**src/rtl/spi_frame_master.sv**
```systemverilog
// SPI master: sends SPI_WORDS words of SPI_BITS bits per chip-select frame, all four CPOL/CPHA modes.
// Optional macro SPI_LSB_FIRST_EN shifts and assembles each word LSB first (default MSB first).
module spi_frame_master #(
    parameter int unsigned SPI_BITS   = 8,
    parameter int unsigned SPI_WORDS  = 2,
    parameter int unsigned SPI_DIV    = 3,
    parameter int unsigned CS_SETUP   = 2,
    parameter int unsigned GAP_CYCLES = 12,
    parameter int unsigned CS_HOLD    = 2
) (
    input  logic                            clk_12mhz,
    input  logic                            rst,
    input  logic                            start,
    input  logic                            abort,
    input  logic [1:0]                      mode,
    input  logic [SPI_BITS*SPI_WORDS-1:0]   tx_frame,
    output logic [SPI_BITS*SPI_WORDS-1:0]   rx_frame,
    output logic                            busy,
    output logic                            done,
    output logic                            spi_clk,
    output logic                            spi_mosi,
    input  logic                            spi_miso,
    output logic                            spi_cs
);
    localparam int unsigned FRAME_W = SPI_BITS * SPI_WORDS;
    localparam int unsigned IDX_W   = (FRAME_W > 1) ? $clog2(FRAME_W) : 1;
    localparam int unsigned BIT_W   = $clog2(SPI_BITS + 1);
    localparam int unsigned WORD_W  = $clog2(SPI_WORDS + 1);
    localparam int unsigned MAX_A   = (CS_SETUP > CS_HOLD) ? CS_SETUP : CS_HOLD;
    localparam int unsigned MAX_B   = (GAP_CYCLES > 2 * SPI_DIV) ? GAP_CYCLES : 2 * SPI_DIV;
    localparam int unsigned CNT_MAX = (MAX_A > MAX_B) ? MAX_A : MAX_B;
    localparam int unsigned CNT_W   = $clog2(CNT_MAX + 1);

    typedef enum logic [2:0] {S_IDLE, S_SETUP, S_SHIFT, S_GAP, S_HOLD, S_DONE} state_t;

    state_t               r_state, w_state_nxt;
    logic [CNT_W-1:0]     r_cnt, w_cnt_nxt;
    logic [BIT_W-1:0]     r_bit, w_bit_nxt;
    logic [WORD_W-1:0]    r_word, w_word_nxt;
    logic [1:0]           r_mode, w_mode_nxt;
    logic [FRAME_W-1:0]   r_tx, w_tx_nxt;
    logic [FRAME_W-1:0]   r_rx, w_rx_nxt;
    logic [FRAME_W-1:0]   w_rx_frame_nxt;
    logic                 w_cs_nxt, w_sck_nxt, w_mosi_nxt, w_busy_nxt, w_done_nxt;
    logic                 w_last_bit, w_last_word;
    logic [IDX_W-1:0]     w_cur_idx, w_nxt_idx;

    // Frame bit position of transmitted bit number bit_n within word
    function automatic logic [IDX_W-1:0] f_idx(input logic [WORD_W-1:0] word,
                                               input logic [BIT_W-1:0]  bit_n);
        int unsigned pos;
`ifdef SPI_LSB_FIRST_EN
        pos = 32'(bit_n);
`else
        pos = SPI_BITS - 1 - 32'(bit_n);
`endif
        return IDX_W'(32'(word) * SPI_BITS + pos);
    endfunction

    assign w_last_bit  = (r_bit == BIT_W'(SPI_BITS - 1));
    assign w_last_word = (r_word == WORD_W'(SPI_WORDS - 1));
    assign w_cur_idx   = f_idx(r_word, r_bit);
    assign w_nxt_idx   = w_last_bit ? f_idx(r_word + WORD_W'(1), '0)
                                    : f_idx(r_word, r_bit + BIT_W'(1));

    always_comb begin
        w_state_nxt    = r_state;
        w_cnt_nxt      = r_cnt;
        w_bit_nxt      = r_bit;
        w_word_nxt     = r_word;
        w_mode_nxt     = r_mode;
        w_tx_nxt       = r_tx;
        w_rx_nxt       = r_rx;
        w_rx_frame_nxt = rx_frame;
        w_cs_nxt       = spi_cs;
        w_sck_nxt      = spi_clk;
        w_mosi_nxt     = spi_mosi;
        w_busy_nxt     = busy;
        w_done_nxt     = 1'b0;
        case (r_state)
            S_IDLE: begin
                w_cs_nxt   = 1'b1;
                w_sck_nxt  = r_mode[1];
                w_busy_nxt = 1'b0;
                if (start && !abort) begin
                    w_state_nxt = S_SETUP;
                    w_mode_nxt  = mode;
                    w_tx_nxt    = tx_frame;
                    w_cnt_nxt   = '0;
                    w_bit_nxt   = '0;
                    w_word_nxt  = '0;
                    w_cs_nxt    = 1'b0;
                    w_sck_nxt   = mode[1];
                    w_busy_nxt  = 1'b1;
                    w_mosi_nxt  = tx_frame[f_idx('0, '0)];
                end
            end
            S_SETUP: begin
                if (r_cnt == CNT_W'(CS_SETUP - 1)) begin
                    w_state_nxt = S_SHIFT;
                    w_cnt_nxt   = '0;
                end else begin
                    w_cnt_nxt = r_cnt + CNT_W'(1);
                end
            end
            S_SHIFT: begin
                w_cnt_nxt = r_cnt + CNT_W'(1);
                if (r_cnt == CNT_W'(SPI_DIV - 1)) begin
                    // leading edge: CPHA=1 launches, CPHA=0 captures
                    w_sck_nxt = ~r_mode[1];
                    if (r_mode[0]) w_mosi_nxt = r_tx[w_cur_idx];
                    else           w_rx_nxt[w_cur_idx] = spi_miso;
                end else if (r_cnt == CNT_W'(2 * SPI_DIV - 1)) begin
                    w_sck_nxt = r_mode[1];
                    w_cnt_nxt = '0;
                    if (r_mode[0])                        w_rx_nxt[w_cur_idx] = spi_miso;
                    else if (!(w_last_bit && w_last_word)) w_mosi_nxt = r_tx[w_nxt_idx];
                    if (!w_last_bit) begin
                        w_bit_nxt = r_bit + BIT_W'(1);
                    end else begin
                        w_bit_nxt = '0;
                        if (w_last_word) begin
                            w_state_nxt = S_HOLD;
                        end else begin
                            w_word_nxt  = r_word + WORD_W'(1);
                            w_state_nxt = (GAP_CYCLES == 0) ? S_SHIFT : S_GAP;
                        end
                    end
                end
            end
            S_GAP: begin
                if (r_cnt == CNT_W'(GAP_CYCLES - 1)) begin
                    w_state_nxt = S_SHIFT;
                    w_cnt_nxt   = '0;
                end else begin
                    w_cnt_nxt = r_cnt + CNT_W'(1);
                end
            end
            S_HOLD: begin
                if (r_cnt == CNT_W'(CS_HOLD - 1)) begin
                    w_state_nxt    = S_DONE;
                    w_cnt_nxt      = '0;
                    w_cs_nxt       = 1'b1;
                    w_done_nxt     = 1'b1;
                    w_rx_frame_nxt = r_rx;
                end else begin
                    w_cnt_nxt = r_cnt + CNT_W'(1);
                end
            end
            S_DONE: begin
                w_state_nxt = S_IDLE;
                w_busy_nxt  = 1'b0;
            end
            default: w_state_nxt = S_IDLE;
        endcase
        // abort overrides everything outside IDLE; received data is discarded
        if (abort && (r_state != S_IDLE)) begin
            w_state_nxt    = S_IDLE;
            w_cs_nxt       = 1'b1;
            w_sck_nxt      = r_mode[1];
            w_busy_nxt     = 1'b0;
            w_done_nxt     = 1'b0;
            w_rx_frame_nxt = rx_frame;
        end
    end

    always_ff @(posedge clk_12mhz or posedge rst) begin
        if (rst) begin
            r_state  <= S_IDLE;
            r_cnt    <= '0;
            r_bit    <= '0;
            r_word   <= '0;
            r_mode   <= '0;
            r_tx     <= '0;
            r_rx     <= '0;
            rx_frame <= '0;
            spi_cs   <= 1'b1;
            spi_clk  <= 1'b0;
            spi_mosi <= 1'b0;
            busy     <= 1'b0;
            done     <= 1'b0;
        end else begin
            r_state  <= w_state_nxt;
            r_cnt    <= w_cnt_nxt;
            r_bit    <= w_bit_nxt;
            r_word   <= w_word_nxt;
            r_mode   <= w_mode_nxt;
            r_tx     <= w_tx_nxt;
            r_rx     <= w_rx_nxt;
            rx_frame <= w_rx_frame_nxt;
            spi_cs   <= w_cs_nxt;
            spi_clk  <= w_sck_nxt;
            spi_mosi <= w_mosi_nxt;
            busy     <= w_busy_nxt;
            done     <= w_done_nxt;
        end
    end

endmodule

```
**config.mk**
```make
export PLATFORM = sky130hd
export DESIGN_NAME = spi_frame_master
export DESIGN_NICKNAME = d
export VERILOG_FILES = /design/src/rtl/spi_frame_master.sv
export SDC_FILE = /design/constraint.sdc
export NUM_CORES = 1
export LEC_CHECK = 0
export CELL_PAD_IN_SITES_DETAIL_PLACEMENT = 1
export CELL_PAD_IN_SITES_GLOBAL_PLACEMENT = 1
export CORE_ASPECT_RATIO = 0.8
export CORE_MARGIN = 3
export CORE_UTILIZATION = 45
export DETAILED_ROUTE_END_ITERATION = 8
export GPL_TIMING_DRIVEN = 0
export PLACE_DENSITY_LB_ADDON = 0.1
export SETUP_SLACK_MARGIN = 0.3
export SYNTH_ARGS = -nofsm -noshare
export SYNTH_HDL_FRONTEND = slang
export SYNTH_SLANG_ARGS = --single-unit
```
**constraint.sdc**
```tcl
create_clock -name clk_12mhz -period 3.6 [get_ports clk_12mhz]
set_input_delay 0.72 -clock clk_12mhz [delete_from_list [all_inputs] [get_ports clk_12mhz]]
set_output_delay 0.72 -clock clk_12mhz [all_outputs]
set_load 0.005 [all_outputs]
```
### Word-level counts from Yosys, hierarchy flattened

Index checks and enable logic that the tools add are counted.

* add/sub/neg operators: 8
* magnitude comparators: 3
* equality and inequality tests: 29
* mux-type cells: 60
* bitwise gates (word level): 2
* reductions and logical operators: 25

Operators with widths (number)
* 16-bit 2-to-1 mux: 4
* 4-bit 2-to-1 mux: 9
* 3-bit != test (second input constant): 10
* 3-bit 2-to-1 mux: 9
* 1-bit 2-to-1 mux: 21
* 16-bit bitwise mux: 1
* 4-bit one-hot mux with 4 select lines: 1
* 3-bit one-hot mux with 5 select lines: 1
* 2-bit != test (second input constant): 6
* 6-bit AND reduction: 2
* 3-bit nonzero test: 4
* 4-bit by 5-bit less-than comparator with 1-bit output (second input constant): 2
* 2-bit 2-to-1 mux: 5
* 4-bit by 1-bit adder with 4-bit output (second input constant): 2
* 4-bit adder: 2
* 1-bit binary-select mux with 4-bit select: 2
* 4-bit by 3-bit == test with 1-bit output (second input constant): 2
* 4-bit != test (second input constant): 2
* 1-bit one-hot mux with 2 select lines: 4
* 4-bit one-hot mux with 2 select lines: 1
* 2-bit AND reduction: 4
* 4-bit AND reduction: 2
* 3-bit by 4-bit subtractor with 4-bit output (first input constant): 2
* 7-bit AND reduction: 1
* 20 further kinds: 28

* flip-flop bits (word level): 68

### Longest topological paths before layout

Gate-level depths: netlist (run 1).

* depth after elaboration: 11
* depth in mapped cells: 9
* mapped depth without buffers: 8

### Worst setup path after synthesis (run 1)

No wires, ideal clock.

* path type: flip-flop to flip-flop
* from: register r_bit[0]
* to: register spi_mosi
* data arrival time: 2250 ps
* required time: 3462 ps
* setup slack: 1212 ps
* stages on the path, launching flop included: 10
* period minus slack after synthesis: 2388 ps
* path through: dfrtp_1 buf_4 clkbuf_8 inv_1 ha_1 nand2_1 mux4_2 and3_1 nor4_2 a221oi_1

* longest elaborated chain between the ends: 11

Ends and longest elaborated chain
* from (decl): line 38 `logic [BIT_W-1:0] r_bit, w_bit_nxt;`
* from (signal assigned): line 185 `r_bit <= w_bit_nxt;`
* 4-bit by 1-bit adder with 4-bit output: line 64 `: f_idx(r_word, r_bit + BIT_W'(1));`
* 3-bit by 4-bit subtractor with 4-bit output: line 55 `pos = SPI_BITS - 1 - 32'(bit_n);`
* 4-bit adder: line 57 `return IDX_W'(32'(word) * SPI_BITS + pos);`
* 4-bit 2-to-1 mux: line 63 `assign w_nxt_idx = w_last_bit ? f_idx(r_word + WORD_W'(1), '0)`
* 1-bit binary-select mux with 4-bit select: line 117 `else if (!(w_last_bit && w_last_word)) w_mosi_nxt = r_tx[w_nxt_idx];`
* 1-bit 2-to-1 mux (implied by the code): line 117
* 1-bit 2-to-1 mux: line 117
* 1-bit 2-to-1 mux: line 116 `if (r_mode[0]) w_rx_nxt[w_cur_idx] = spi_miso;`
* 1-bit 2-to-1 mux: line 113 `end else if (r_cnt == CNT_W'(2 * SPI_DIV - 1)) begin`
* 1-bit 2-to-1 mux: line 108 `if (r_cnt == CNT_W'(SPI_DIV - 1)) begin`
* 1-bit one-hot mux with 2 select lines: line 80 `case (r_state)`
* to (signal assigned): line 193 `spi_mosi <= w_mosi_nxt;`
* to (decl): line 21 `output logic spi_mosi,`

Several ways; a longest one is shown, not always the timed one. The select of a mux whose other input is x is not followed.
A chain may end at the register's enable or synchronous reset.

### Worst setup path in the final report (run 1)

Same ends and word-level chain as after synthesis.

==> results of run 1 <==
[state kept, by name (all words and copies together) (netlist names)]
name / flops
busy: 1
done: 1
r_bit: 4
r_cnt: 4
r_mode: 2
r_rx: 16
r_state: 3
r_tx: 16
r_word: 2
rx_frame: 16
spi_clk: 1
spi_cs: 1
spi_mosi: 1
[cell usage after synthesis, types with 2 or more instances]
master                     count
sky130_fd_sc_hd__a211oi_1      2
sky130_fd_sc_hd__a21oi_1      12
sky130_fd_sc_hd__a221oi_1      2
sky130_fd_sc_hd__a22oi_1       2
sky130_fd_sc_hd__a31oi_1       3
sky130_fd_sc_hd__and3_1        4
sky130_fd_sc_hd__and3b_1       2
sky130_fd_sc_hd__buf_2         9
sky130_fd_sc_hd__buf_4         2
sky130_fd_sc_hd__buf_6         3
sky130_fd_sc_hd__clkbuf_1      8
sky130_fd_sc_hd__dfrtp_1      67
sky130_fd_sc_hd__ha_1          9
sky130_fd_sc_hd__inv_1        10
sky130_fd_sc_hd__mux2_2       17
sky130_fd_sc_hd__mux2i_1       7
sky130_fd_sc_hd__mux4_1        4
sky130_fd_sc_hd__mux4_2        2
sky130_fd_sc_hd__nand2_1     123
sky130_fd_sc_hd__nand2b_1      5
sky130_fd_sc_hd__nand3_1       8
sky130_fd_sc_hd__nand3b_1      4
sky130_fd_sc_hd__nor2_1       31
sky130_fd_sc_hd__nor3_1        4
sky130_fd_sc_hd__nor3b_1       2
sky130_fd_sc_hd__nor3b_2       2
sky130_fd_sc_hd__o211ai_1      2
sky130_fd_sc_hd__o21a_1        3
sky130_fd_sc_hd__o21ai_0      14
sky130_fd_sc_hd__o22ai_1       5
sky130_fd_sc_hd__or2_2         3
sky130_fd_sc_hd__or3_1         4
sky130_fd_sc_hd__or3b_1        2
sky130_fd_sc_hd__xor2_1        2
[final cells by class]
| cell class | count | area, um^2 | share of cell area |
|---|---|---|---|
| repair buffers | 43 | 430 | 0.0952 |
| clock inverters | 5 | 60.1 | 0.0133 |
| clock buffers | 11 | 141 | 0.0313 |
| multi-input cells | 303 | 1870 | 0.413 |
| flip-flops and latches | 68 | 1700 | 0.377 |
| plain buffers | 23 | 138 | 0.0305 |
| well taps | 108 | 135 | 0.0299 |
| inverters | 11 | 45.0 | 0.00997 |
[routing by layer]
layer  GRT usage  vias up  routed length, um
met3      0.0501        9                364
met5           0        -                  0
met4      0.0619        0                 95
met1       0.276     1503               4130
li1            -     1488                  -
met2       0.347       59               4330
[kinds of logic after synthesis]
| logic type | after synthesis | synth area share |
|---|---|---|
| muxes | 30 | 0.110 |
| DFF | 68 | 0.454 |
| and+or+nand+nor | 202 | 0.246 |
| AOI/OAI and AO/OA | 59 | 0.105 |
| adders and majority gates | 9 | 0.0300 |
| xor gates and xnor gates | 3 | 0.00701 |
| buffers and inverters | 34 | 0.0480 |
[power by group through the flow]
| stage | clock network [mW] | logic [mW] | registers [mW] |
|---|---|---|---|
| 3_5_place_dp | 0 | 0.873 | 1.08 |
| 2_1_floorplan | 0 | 0.655 | 1.03 |
| 4_1_cts | 0.667 | 0.877 | 1.07 |
| 6_report | 0.650 | 0.870 | 1.07 |
| 3_3_place_gp | 0 | 0.834 | 1.07 |
| 5_1_grt | 0.702 | 0.990 | 1.09 |
[through the flow]
stage | instances | total power, mW | area [um^2]
2_1_floorplan | 405 | 1.68 | 3750
3_3_place_gp | 556 | 1.90 | 4320
3_5_place_dp | 556 | 1.95 | 4320
4_1_cts | 572 | 2.61 | 4520
5_1_grt | 572 | 2.78 | 4520
6_report | 572 | 2.59 | 4520
[worst reg2reg max path: stages (launching register included)]
cell                       delay (ps)
sky130_fd_sc_hd__dfrtp_1          420
sky130_fd_sc_hd__buf_4            220
sky130_fd_sc_hd__clkbuf_8         190
sky130_fd_sc_hd__inv_1             90
sky130_fd_sc_hd__ha_1             430
sky130_fd_sc_hd__nand2_1          180
sky130_fd_sc_hd__mux4_2           500
sky130_fd_sc_hd__and3_1           200
sky130_fd_sc_hd__nor4_2           240
sky130_fd_sc_hd__a221oi_1         130
[path summary, 6_finish.rpt]
kind	endpoint	slack [ps]	depth (start not counted)
max in group asynchronous	r_word[0]	2140	2
min	rx_frame[6]	470	2
min in group asynchronous	r_tx[9]	890	2
max	spi_mosi	880	9
max reg2reg	spi_mosi	880	9
min reg2reg	rx_frame[6]	470	2
==> results, run 1 <==
- The run finished with clean final reports.
- The number of buffers and inverters on the critical path is 3.
- For this block, the via count after detailed routing is 3,059.
- Sorting the synthesized cells by area gives the leading types as sky130_fd_sc_hd__dfrtp_1 45%, sky130_fd_sc_hd__nand2_1 12%, sky130_fd_sc_hd__mux2_2 5.1%, sky130_fd_sc_hd__nor2_1 3.1%, sky130_fd_sc_hd__ha_1 3.0%.
- In the synthesized netlist the async set-or-reset flop fraction comes to 1.00.
- The critical path data arrival time is 2930 ps.
- The number of antenna repair diodes is 0.
- The share of Yosys cell area claimed by the top area cell type is 0.447.
- STA classifies the critical path startpoint as a register.
- Hold timing on the final database bottoms out at a slack of 468 ps.
- The portion of total power attributed to sequential cells is 0.412.
- Clock latency on the worst-skew pair, taken at its later pin, is 350 ps.
- The worst setup timing slack at the placement stage is 885 ps.
- After legalization and detailed placement, the total HPWL measured 6.56 mm.
- In this run the worst setup path begins at r_bit[0].
- The clock drives 68 sinks.
- After detailed routing, the number of remaining DRC violations is 0.
- The number of clock buffers added by TritonCTS is 9.
- Global routing finished with a remaining overflow of 0.
- The critical path goes through buf_4 -> clkbuf_8 -> inv_1 -> ha_1 -> nand2_1 -> mux4_2 -> and3_1 -> nor4_2 -> a221oi_1.
- The buffer cell driving the clock tree root is sky130_fd_sc_hd__clkbuf_8.
- The fmax is 0.368 GHz.
- Broken down by cell family, the worst path's largest delay share belongs to simple AND/OR/NAND/NOR gates.
- The standard-cell row count is 29.
- Once routing completed, OpenROAD measured the worst setup slack at 885 ps.
- The number of detailed-routing iterations run before antenna repair is 4.
- In the final design database the tool counted 491 nets.
- CTS built an H-tree with a depth of 3.
- The final number of max-transition violations is 0.
- The pin count of the biggest net entering global routing is 69.
- The library cells used most frequently in the layout, excluding fill and tap cells, are 123 x sky130_fd_sc_hd__nand2_1, 67 x sky130_fd_sc_hd__dfrtp_1, 43 x sky130_fd_sc_hd__clkdlybuf4s50_1, 31 x sky130_fd_sc_hd__nor2_1, 17 x sky130_fd_sc_hd__mux2_2.
- In this run the count of I/O pins placed on the die edge is 44.
- Of the available clock period, the critical path in the final layout requires 0.754.
- The worst-case IR drop observed on VDD is 0.382 mV.
- In this run the cell area of the synthesized design comes to 0.00375 mm^2.
- The first global-routing pass estimated 15.5 mm of wire.
- Setup violations remaining at the end of the flow were counted as 0.
- The initial DRC count is 98.
- Leaving out fill and tap cells, the most frequent cell in the layout is sky130_fd_sc_hd__nand2_1.
- TritonCTS built the clock tree.
- During placement, the flow inserted port buffers numbering 43.
- Setup repair after global routing left no endpoint under its margin.
- Power spread over the standard cell area amounts to 572 mW/mm^2.
- For this run, the register share of the synthesized area comes to 0.454.
- At the end of routability-driven placement, the weighted congestion stood at 0.827.
- The starting density of the core is 0.468.
- The logic gate share of total power is 0.336.
- Using the TritonRoute via totals, the vias-per-cell ratio works out to 5.35.
- The die is 108 um wide.
- The clock transition at the registers of the reported paths is 80 ps.
- The fraction of layout cells with a size suffix above 1 is 0.140.
- The critical path is of the reg2reg type.
- The worst relative slew slack is 0.429.
- The gate count of the mapped netlist is 405.
- The setup skew after layout is 7.50 ps.
- The number of antenna violations at the first check in global routing came to 0.
- The biggest cell delay along the critical path is 500 ps.
- The count of max-cap constraint violations is 0.
- The final layout contains routed wiring with a total length of 8.92 mm.
- The leakage power figure is 2.15 nW.
- The number of cells upsized or downsized after cts is 0.
- Yosys printed 0 warnings.
- The startpoint of the worst hold path is r_rx[6].
- In the final routed layout, each cell accounts on average for 15.6 um.
- The analysis attributes to net switching a power of 911 uW.
- The final number of hold-violating endpoints is 0.
- In the global route stage, overall resource usage came out at 0.209.
- The distinct cell type count after synthesis is 60.
- For this design, the slowest cell found on the critical path is sky130_fd_sc_hd__mux4_2.
- The commonest register cell after synthesis is sky130_fd_sc_hd__dfrtp_1.
- Dividing the synthesized area by the synthesized cell count gives 9.26 um^2.
- The min-delay analysis places its worst path in the category reg2reg.
- The internal power contribution is 1.68 mW.
- STA classifies the critical path endpoint as a register.
- The largest buffer count on any clock path is 2.
- The required time of the critical path is 3820 ps.
- The via count of the first global-routing pass was 3,153.
- Synthesis produced a netlist with a net count of 437.
- The total negative slack is 0 ps.
- From synthesis to final layout, the design area changed by 20.5%.
- The area of the die is 0.00947 mm^2.
- The clock share of power is 0.251.
- The count of nets left with antenna violations after detail routing is 0.
- The synthesized design spends more area on one cell type than any other, namely sky130_fd_sc_hd__dfrtp_1.
- The area of the placeable core is 0.00802 mm^2.
- The synthesized design contains 68 register bits.
- The post-CTS setup buffer count is 0.
- The number of filler cells placed in the layout is 946.
- The maximum fanout along the worst path is 10.
- The startpoint of the worst-slack reg-to-reg timing path is r_bit[0].
- The transition time at the pin with the least slew margin is 856 ps.
- The synthesized design contains 0 enable-type register cells.
- Measured on the finished design, the core utilization comes to 0.564.
- For this design, the CTS-stage hold fixing added 0 buffers.
- The minimum clock period after layout is 2720 ps.
- Of the total power, the share spent switching nets is 0.352.
- The height of the die is 87.6 um.
Power figures use the tool's default switching activity.
==> run 2: changes to the inputs <==
--- a/config.mk
+++ b/config.mk
@@ -9,7 +9,7 @@
 export CELL_PAD_IN_SITES_GLOBAL_PLACEMENT = 1
 export CORE_ASPECT_RATIO = 0.8
 export CORE_MARGIN = 3
-export CORE_UTILIZATION = 45
+export CORE_UTILIZATION = 43
 export DETAILED_ROUTE_END_ITERATION = 8
 export GPL_TIMING_DRIVEN = 0
 export PLACE_DENSITY_LB_ADDON = 0.1
==> constraint.sdc (replaced) <==
create_clock -name clk_12mhz -period 2.57 [get_ports clk_12mhz]
set_input_delay 0.514 -clock clk_12mhz [delete_from_list [all_inputs] [get_ports clk_12mhz]]
set_output_delay 0.514 -clock clk_12mhz [all_outputs]
set_load 0.005 [all_outputs]
==> run 2 against run 1 <==
  * Register-to-register slack got worse by 560 ps
  * Hold slack barely moved
  * Combinational power rose by 60%
  * Die area rose by 4.4%
  * Sequential share of layout area fell by 1.1 points
  * Critical path depth did not move
  * Critical path type unchanged
  * Via count rose by 2.9%
==> results, run 2 (synthesized netlist as in run 1, its figures left out) <==
- The insertion delay of the later-clocked pin in the worst-skew pair is 350 ps (about the same).
- The count of nets left with antenna violations after detail routing is 0 (unchanged).
- Setup repair after global routing could not meet its margin everywhere.
- The register cell area after layout came to 0.00171 mm^2 (+0.15%).
- The critical path starts at r_bit[0].
- The leakage power figure came to 2.21 nW (+3.0%).
- The top-level I/O count is 44 (unchanged).
- The final non-filler cell total is 580 (+1.4%).
- The area occupied by multi-input gates was 0.00195 mm^2 (+4.4%).
- The final setup violation count came to 0 (unchanged).
- The cell area after layout is 0.00466 mm^2 (+3.1%).
- The cts-stage hold buffer count was 0 (unchanged).
- The via count was 3,149 (+2.9%).
- The total clock buffers created by CTS is 9 (unchanged).
- The die width was 110 um (+2.2%).
- TritonCTS built the clock tree.
- The count of input and output buffers is 43 (unchanged).
- The minimum clock period after layout came to 2250 ps (-468 ps).
- The worst hold path begins at r_rx[8].
- The post-layout utilization of the core is 0.568 (+0.00447).
- The weighted congestion reported at the end of routability-driven placement was 0.803 (-2.8%).
- The growth of design area from synthesis to finish is 24.2%.
- The global-route wire length before repair is 16.5 mm (+6.2%).
- The critical path is of the reg2reg type.
- The tree is rooted in a sky130_fd_sc_hd__clkbuf_8.
- The initial DRC count is 141 (+44%).
- The kind of path behind the tightest hold check is reg2reg.
- The fmax was 0.445 GHz (+21%).
- The sum of overflow across all layers after global routing is 0 (unchanged).
- The largest registers in the layout are r_rx: 16 flops, r_tx: 16 flops, rx_frame: 16 flops.
- The count of max-cap constraint violations is 0 (unchanged).
- The power per unit of standard cell area came to 798 mW/mm^2 (+40%).
- The cell total after placement is 556 (unchanged).
- The worst setup path is launched from a register.
- The pin count of the biggest net entering global routing is 69 (unchanged).
- The worst relative slew slack was 0.421 (-0.00788).
- The height of the die is 89.5 um (+2.1%).
- The standard-cell row count is 29 (unchanged).
- The half-perimeter wire length after detailed placement is 6.94 mm (+5.8%).
- The share of the cycle needed by the critical path after routing was 0.874 (+0.120).
- In the layout the commonest cells are 122 x sky130_fd_sc_hd__nand2_1, 65 x sky130_fd_sc_hd__dfrtp_1, 43 x sky130_fd_sc_hd__clkdlybuf4s50_1, 31 x sky130_fd_sc_hd__nor2_1, 17 x sky130_fd_sc_hd__mux2_2.
- In this run the critical register-to-register path is launched from r_bit[0].
- The area of the die is 0.00988 mm^2 (+4.4%).
- The number of detailed-routing iterations run before antenna repair is 4 (unchanged).
- The capturing element type of the critical path is a register.
- The transition time at the pin with the least slew margin is 868 ps (+11.8 ps).
- The count of nets after finishing is 499 (+1.6%).
- The maximum VDD drop is 0.443 mV (+16%).
- The starting density of the core came to 0.457 (-0.0103).
- The placed instance area is 0.00433 mm^2 (+0.29%).
- The area of the placeable core is 0.00820 mm^2 (+2.3%).
- The required time of the critical path was 2800 ps (-1020 ps).
- The average routed wire per standard cell is 17.2 um (+10%).
- The post-route DRC violation count is 0 (unchanged).
- The global router's overall resource usage is 0.209 (-0.000811).
- The critical path data arrival time is 2480 ps (-450 ps).
- The detailed-routed wire length on met3 was 334 um (-8.2%).
- The run finished with clean final reports.
- The clock transition at the registers of the reported paths is 80 ps (about the same).
- The highest signal layer in the routed design is met4.
- The number of antenna repair diodes is 0 (unchanged).
- The sum of met2 wire segment lengths after detailed routing was 4.76 mm (+10%).
- The maximum fanout along the worst path is 10 (unchanged).
- The total wire length after detailed routing is 9.99 mm (+12%).
- The commonest non-fill, non-tap cell in the layout is sky130_fd_sc_hd__nand2_1.
- The average vias per placed instance is 5.43 (+1.5%).
- The final number of max-transition violations was 0 (unchanged).
- The number of H-tree levels is 3 (unchanged).
- The final number of hold-violating endpoints is 0 (unchanged).
- The setup skew after layout came to 7.31 ps (-0.182 ps).
- The number of filler cells placed in the layout came to 953 (+0.74%).
- The number of antenna violations at the first check in global routing is 0 (unchanged).
- The detailed-routing wirelength on met1 is 4.78 mm (+16%).
- The via count of the first global-routing pass is 3,243 (+2.9%).
- The number of clock sinks is 68 (unchanged).
- The largest buffer count on any clock path was 2 (unchanged).
- The fraction of layout cells with a size suffix above 1 is 0.186 (+0.0464).
-- run 2: changes by cell type in the layout (fill, tap and decap cells not counted), sizes merged --
cell	delta
clkinv	+3
bufinv	-1
buf	+9
clkbuf	-3
-- run 2: per-stage QoR --
stage / worst slack (ps) / TNS (ps) / hold WS, ps / total power [mW]
global route: 267 / 0 / 498 / 3.97
floorplan: 314 / 0 / 435 / 2.37
finish: 323 / 0 / 468 / 3.72
detailed placement: 17.8 / 0 / 462 / 2.76
global placement: -928 / -62230 / 454 / 2.69
CTS: 266 / 0 / 477 / 3.65
-- run 2: routing by layer --
metal,GRT usage,vias to the layer above
li1,-,1505
met1,0.276,1579
met2,0.354,52
met3,0.0386,13
met4,0.0660,0
met5,0,-
-- run 2: cell type report --
class / instances / area share
multi-input cells: 303 / 0.418
flip-flops and latches: 68 / 0.366
repair buffers: 51 / 0.106
plain buffers: 23 / 0.0322
well taps: 108 / 0.0290
clock buffers: 9 / 0.0266
clock inverters: 7 / 0.0113
inverters: 11 / 0.0102
-- run 2: worst paths after layout --
path	depth (start not counted)	end	slack, ps
min in group asynchronous	2	r_tx[12]	680
max in group asynchronous	2	r_cnt[1]	1260
worst max-delay path	9	spi_mosi	320
worst max register to register	9	spi_mosi	320
worst min register to register	2	rx_frame[8]	470
worst min-delay path	2	rx_frame[8]	470
-- run 2: repair_timing --
| action | in CTS | in global routing |
|---|---|---|
| pin swaps | 3 | 3 |
| gates resized for setup | 5 | 21 |
| cloned | 0 | 0 |
| buffers inserted | 4 | 4 |
| setup endpoints to repair | 17 | 28 |
-- run 2: critical path, cell delays in order (launching register included) --
cell and delay [ps]:
sky130_fd_sc_hd__dfrtp_1 420, sky130_fd_sc_hd__buf_6 140, sky130_fd_sc_hd__clkbuf_8 160, sky130_fd_sc_hd__inv_4 70
sky130_fd_sc_hd__ha_4 210, sky130_fd_sc_hd__nand2_4 70, sky130_fd_sc_hd__mux4_2 490, sky130_fd_sc_hd__and3_4 200
sky130_fd_sc_hd__nor4_4 260, sky130_fd_sc_hd__a221oi_2 100
-- run 2: power breakdown --
part / switching (mW) / total [mW] / internal, mW
combinational: 0.721 / 1.39 / 0.672
sequential: 0.220 / 1.51 / 1.29
clock: 0.463 / 0.817 / 0.355
total: 1.40 / 3.72 / 2.32
==> run 3: changes to the inputs <==
--- a/config.mk
+++ b/config.mk
@@ -7,11 +7,11 @@
 export LEC_CHECK = 0
 export CELL_PAD_IN_SITES_DETAIL_PLACEMENT = 1
 export CELL_PAD_IN_SITES_GLOBAL_PLACEMENT = 1
-export CORE_ASPECT_RATIO = 0.8
 export CORE_MARGIN = 3
 export CORE_UTILIZATION = 43
 export DETAILED_ROUTE_END_ITERATION = 8
 export GPL_TIMING_DRIVEN = 0
+export MAX_ROUTING_LAYER = met4
 export PLACE_DENSITY_LB_ADDON = 0.1
 export SETUP_SLACK_MARGIN = 0.3
 export SYNTH_ARGS = -nofsm -noshare
==> constraint.sdc (replaced) <==
create_clock -name clk_12mhz -period 2.57 [get_ports clk_12mhz]
set_input_delay 0.514 -clock clk_12mhz [delete_from_list [all_inputs] [get_ports clk_12mhz]]
set_output_delay 0.514 -clock clk_12mhz [all_outputs]
set_load 0.05 [all_outputs]
==> run 3 against run 2 <==
  * Hold slack hardly changed
  * Fmax is 0.42% higher
  * Clock skew is 2.0 ps lower
  * Critical path depth stayed put
  * Combinational power is 3% higher
  * Critical path type unchanged
  * Final area is 0.70% lower
  * Largest power group unchanged
  * Via count is 2.9% lower
  * Critical endpoint unchanged
  * Die area hardly changed
  * Core utilization is 1.3 points lower
==> results, run 3 (synthesized netlist as in run 1, its figures left out) <==
- The half-perimeter wire length after detailed placement was 6.47 mm (-6.7%).
- The number of filler cells placed in the layout came to 996 (+4.5%).
- The clock transition at the registers of the reported paths came to 70 ps (about the same).
- The slowest cell on the critical path is sky130_fd_sc_hd__mux4_2.
- The highest signal layer in the routed design is met4.
- The final number of hold-violating endpoints is 0 (unchanged).
- The commonest non-fill, non-tap cell in the layout is sky130_fd_sc_hd__nand2_1.
- The power per unit of standard cell area was 799 mW/mm^2 (about the same).
- The area of the die is 0.00988 mm^2 (about the same).
- The worst setup path is launched from a register.
- The top-level I/O count is 44 (unchanged).
- The critical path in this run is classified as reg2reg.
- The transition time at the pin with the least slew margin was 861 ps (-6.92 ps).
- The count of nets after finishing came to 500 (+0.20%).
- The cts-stage hold buffer count came to 0 (unchanged).
- The sum of met2 wire segment lengths after detailed routing is 4.65 mm (-2.5%).
- The overall power came to 3.70 mW (-0.61%).
- The final non-filler cell total was 576 (-0.69%).
- The required time of the critical path is 2790 ps (about the same).
- The number of antenna repair diodes is 0 (unchanged).
- The height of the die came to 99.4 um (+11%).
- The count of input and output buffers is 43 (unchanged).
- The library cells used most frequently in the layout, excluding fill and tap cells, are 122 x sky130_fd_sc_hd__nand2_1, 66 x sky130_fd_sc_hd__dfrtp_1, 43 x sky130_fd_sc_hd__clkdlybuf4s50_1, 30 x sky130_fd_sc_hd__nor2_1, 17 x sky130_fd_sc_hd__mux2_2.
- The maximum fanout along the worst path is 10 (unchanged).
- The starting density of the core is 0.450 (-0.00768).
- Setup repair after global routing could not meet its margin everywhere.
- The fmax is 0.447 GHz (+0.42%).
- The post-route DRC violation count came to 0 (unchanged).
- The final setup violation count is 0 (unchanged).
- The minimum clock period after layout is 2240 ps (-9.42 ps).
- The global-route wire length before repair is 15.2 mm (-7.8%).
- The via count was 3,059 (-2.9%).
- The final number of max-transition violations came to 0 (unchanged).
- The capturing element type of the critical path is a register.
- The detailed-routed wire length on met3 came to 358 um (+7.2%).
- The count of nets left with antenna violations after detail routing was 0 (unchanged).
- The fraction of layout cells with a size suffix above 1 is 0.176 (-0.0102).
- The run finished with clean final reports.
- The number of H-tree levels is 3 (unchanged).
- The number of buffers and inverters on the critical path is 3 (unchanged).
- The worst slack on hold paths is 468 ps (+0.173 ps).
- The cell total after placement is 553 (-0.54%).
- The tree is rooted in a sky130_fd_sc_hd__clkbuf_8.
- The initial DRC count was 146 (+3.5%).
- The global router's overall resource usage came to 0.198 (-0.0105).
- The total negative slack was 0 ps (unchanged).
- The growth of design area from synthesis to finish is 23.4%.
- The largest buffer count on any clock path is 2 (unchanged).
- The number of detailed-routing iterations run before antenna repair is 6 (+2).
- The weighted congestion reported at the end of routability-driven placement is 0.831 (+3.4%).
- The worst hold path belongs to the class reg2reg.
- The leakage power figure was 2.20 nW (-0.65%).
- The post-layout utilization of the core came to 0.555 (-0.0134).
- The average vias per placed instance is 5.31 (-2.2%).
- The average routed wire per standard cell is 16.0 um (-6.9%).
- The critical path's top delay family is simple AND/OR/NAND/NOR gates.
- The setup skew after layout is 5.34 ps (-1.97 ps).
- The biggest cell delay along the critical path is 480 ps (about the same).
- The area occupied by multi-input gates was 0.00193 mm^2 (-1.2%).
- The insertion delay of the later-clocked pin in the worst-skew pair is 350 ps (about the same).
- The total wire length after detailed routing is 9.24 mm (-7.6%).
- The area of the placeable core is 0.00834 mm^2 (+1.7%).
- The total clock buffers created by CTS is 9 (unchanged).
- TritonCTS built the clock tree.
- The detailed-routing wirelength on met1 is 4.13 mm (-13%).
- The standard-cell row count was 33 (+14%).
- The worst relative slew slack came to 0.426 (+0.00461).
- The number of clock sinks is 68 (unchanged).
- The critical path data arrival time is 2460 ps (-20 ps).
- The largest registers in the layout are r_rx: 16 flops, r_tx: 16 flops, rx_frame: 16 flops.
- The number of antenna violations at the first check in global routing was 0 (unchanged).
- The sum of overflow across all layers after global routing is 0 (unchanged).
- Walking the worst path, the cells encountered are buf_6 -> clkbuf_8 -> inv_4 -> ha_4 -> nand2_4 -> mux4_2 -> and3_4 -> nor4_4 -> a221oi_2.
- The maximum VDD drop was 0.512 mV (+16%).
- The pin count of the biggest net entering global routing was 69 (unchanged).
- The count of max-cap constraint violations is 0 (unchanged).
- The via count of the first global-routing pass is 3,103 (-4.3%).
- The register cell area after layout is 0.00170 mm^2 (about the same).
- The share of the cycle needed by the critical path after routing was 0.871 (-0.00367).
- The die width was 99.4 um (-10%).
## run 3: changes by cell type in the layout (fill, tap and decap cells not counted), sizes merged
cell	delta
clkinvlp	+2
clkinv	-5
buf	+1
clkbuf	+1
## run 3: final timing paths
path	start	end	slack, ps	cells after the start
hold / removal	r_rx[3]	rx_frame[3]	470	2
min in group asynchronous	rst	r_rx[2]	690	2
hold reg to reg	r_rx[3]	rx_frame[3]	470	2
max in group asynchronous	rst	r_cnt[1]	1270	2
setup reg to reg	r_bit[0]	spi_mosi	330	9
setup / recovery	r_bit[0]	spi_mosi	330	9
## run 3: repair_timing
| item | 4_1_cts | 5_1_grt |
|---|---|---|
| hold endpoints to repair | 0 | 0 |
| endpoints found under the setup margin | 17 | 28 |
| setup buffers | 2 | 7 |
| resized for setup | 3 | 17 |
| pin swaps | 2 | 3 |
## run 3: stage by stage
step	setup WS, ps	instance area (um^2)
3_3_place_gp	-918	4320
2_1_floorplan	314	3760
4_1_cts	186	4520
5_1_grt	248	4630
6_report	332	4630
3_5_place_dp	-21.0	4330
## run 3: routing by layer
metal / global-route usage / vias to the layer above
met5: - / -
met4: 0.0630 / 0
met3: 0.0259 / 10
met2: 0.329 / 58
met1: 0.253 / 1491
li1: - / 1500
## run 3: tightest hold or removal path, stage by stage (launching register included)
cell and delay [ps]:
sky130_fd_sc_hd__dfrtp_1 340, sky130_fd_sc_hd__nand2_1 50, sky130_fd_sc_hd__nand2_1 50
## run 3: cell type report
class	count	area share
well taps	105	0.0284
plain buffers	23	0.0322
clock buffers	10	0.0298
flip-flops and latches	68	0.368
clock inverters	4	0.00595
repair buffers	52	0.108
inverters	11	0.0105
multi-input cells	303	0.416
## run 3: power by group
part           switching [mW]  total [mW]  internal [mW]
sequential              0.197        1.49           1.29
clock                   0.418       0.782          0.364
combinational           0.773        1.43          0.655
total                    1.39        3.70           2.31
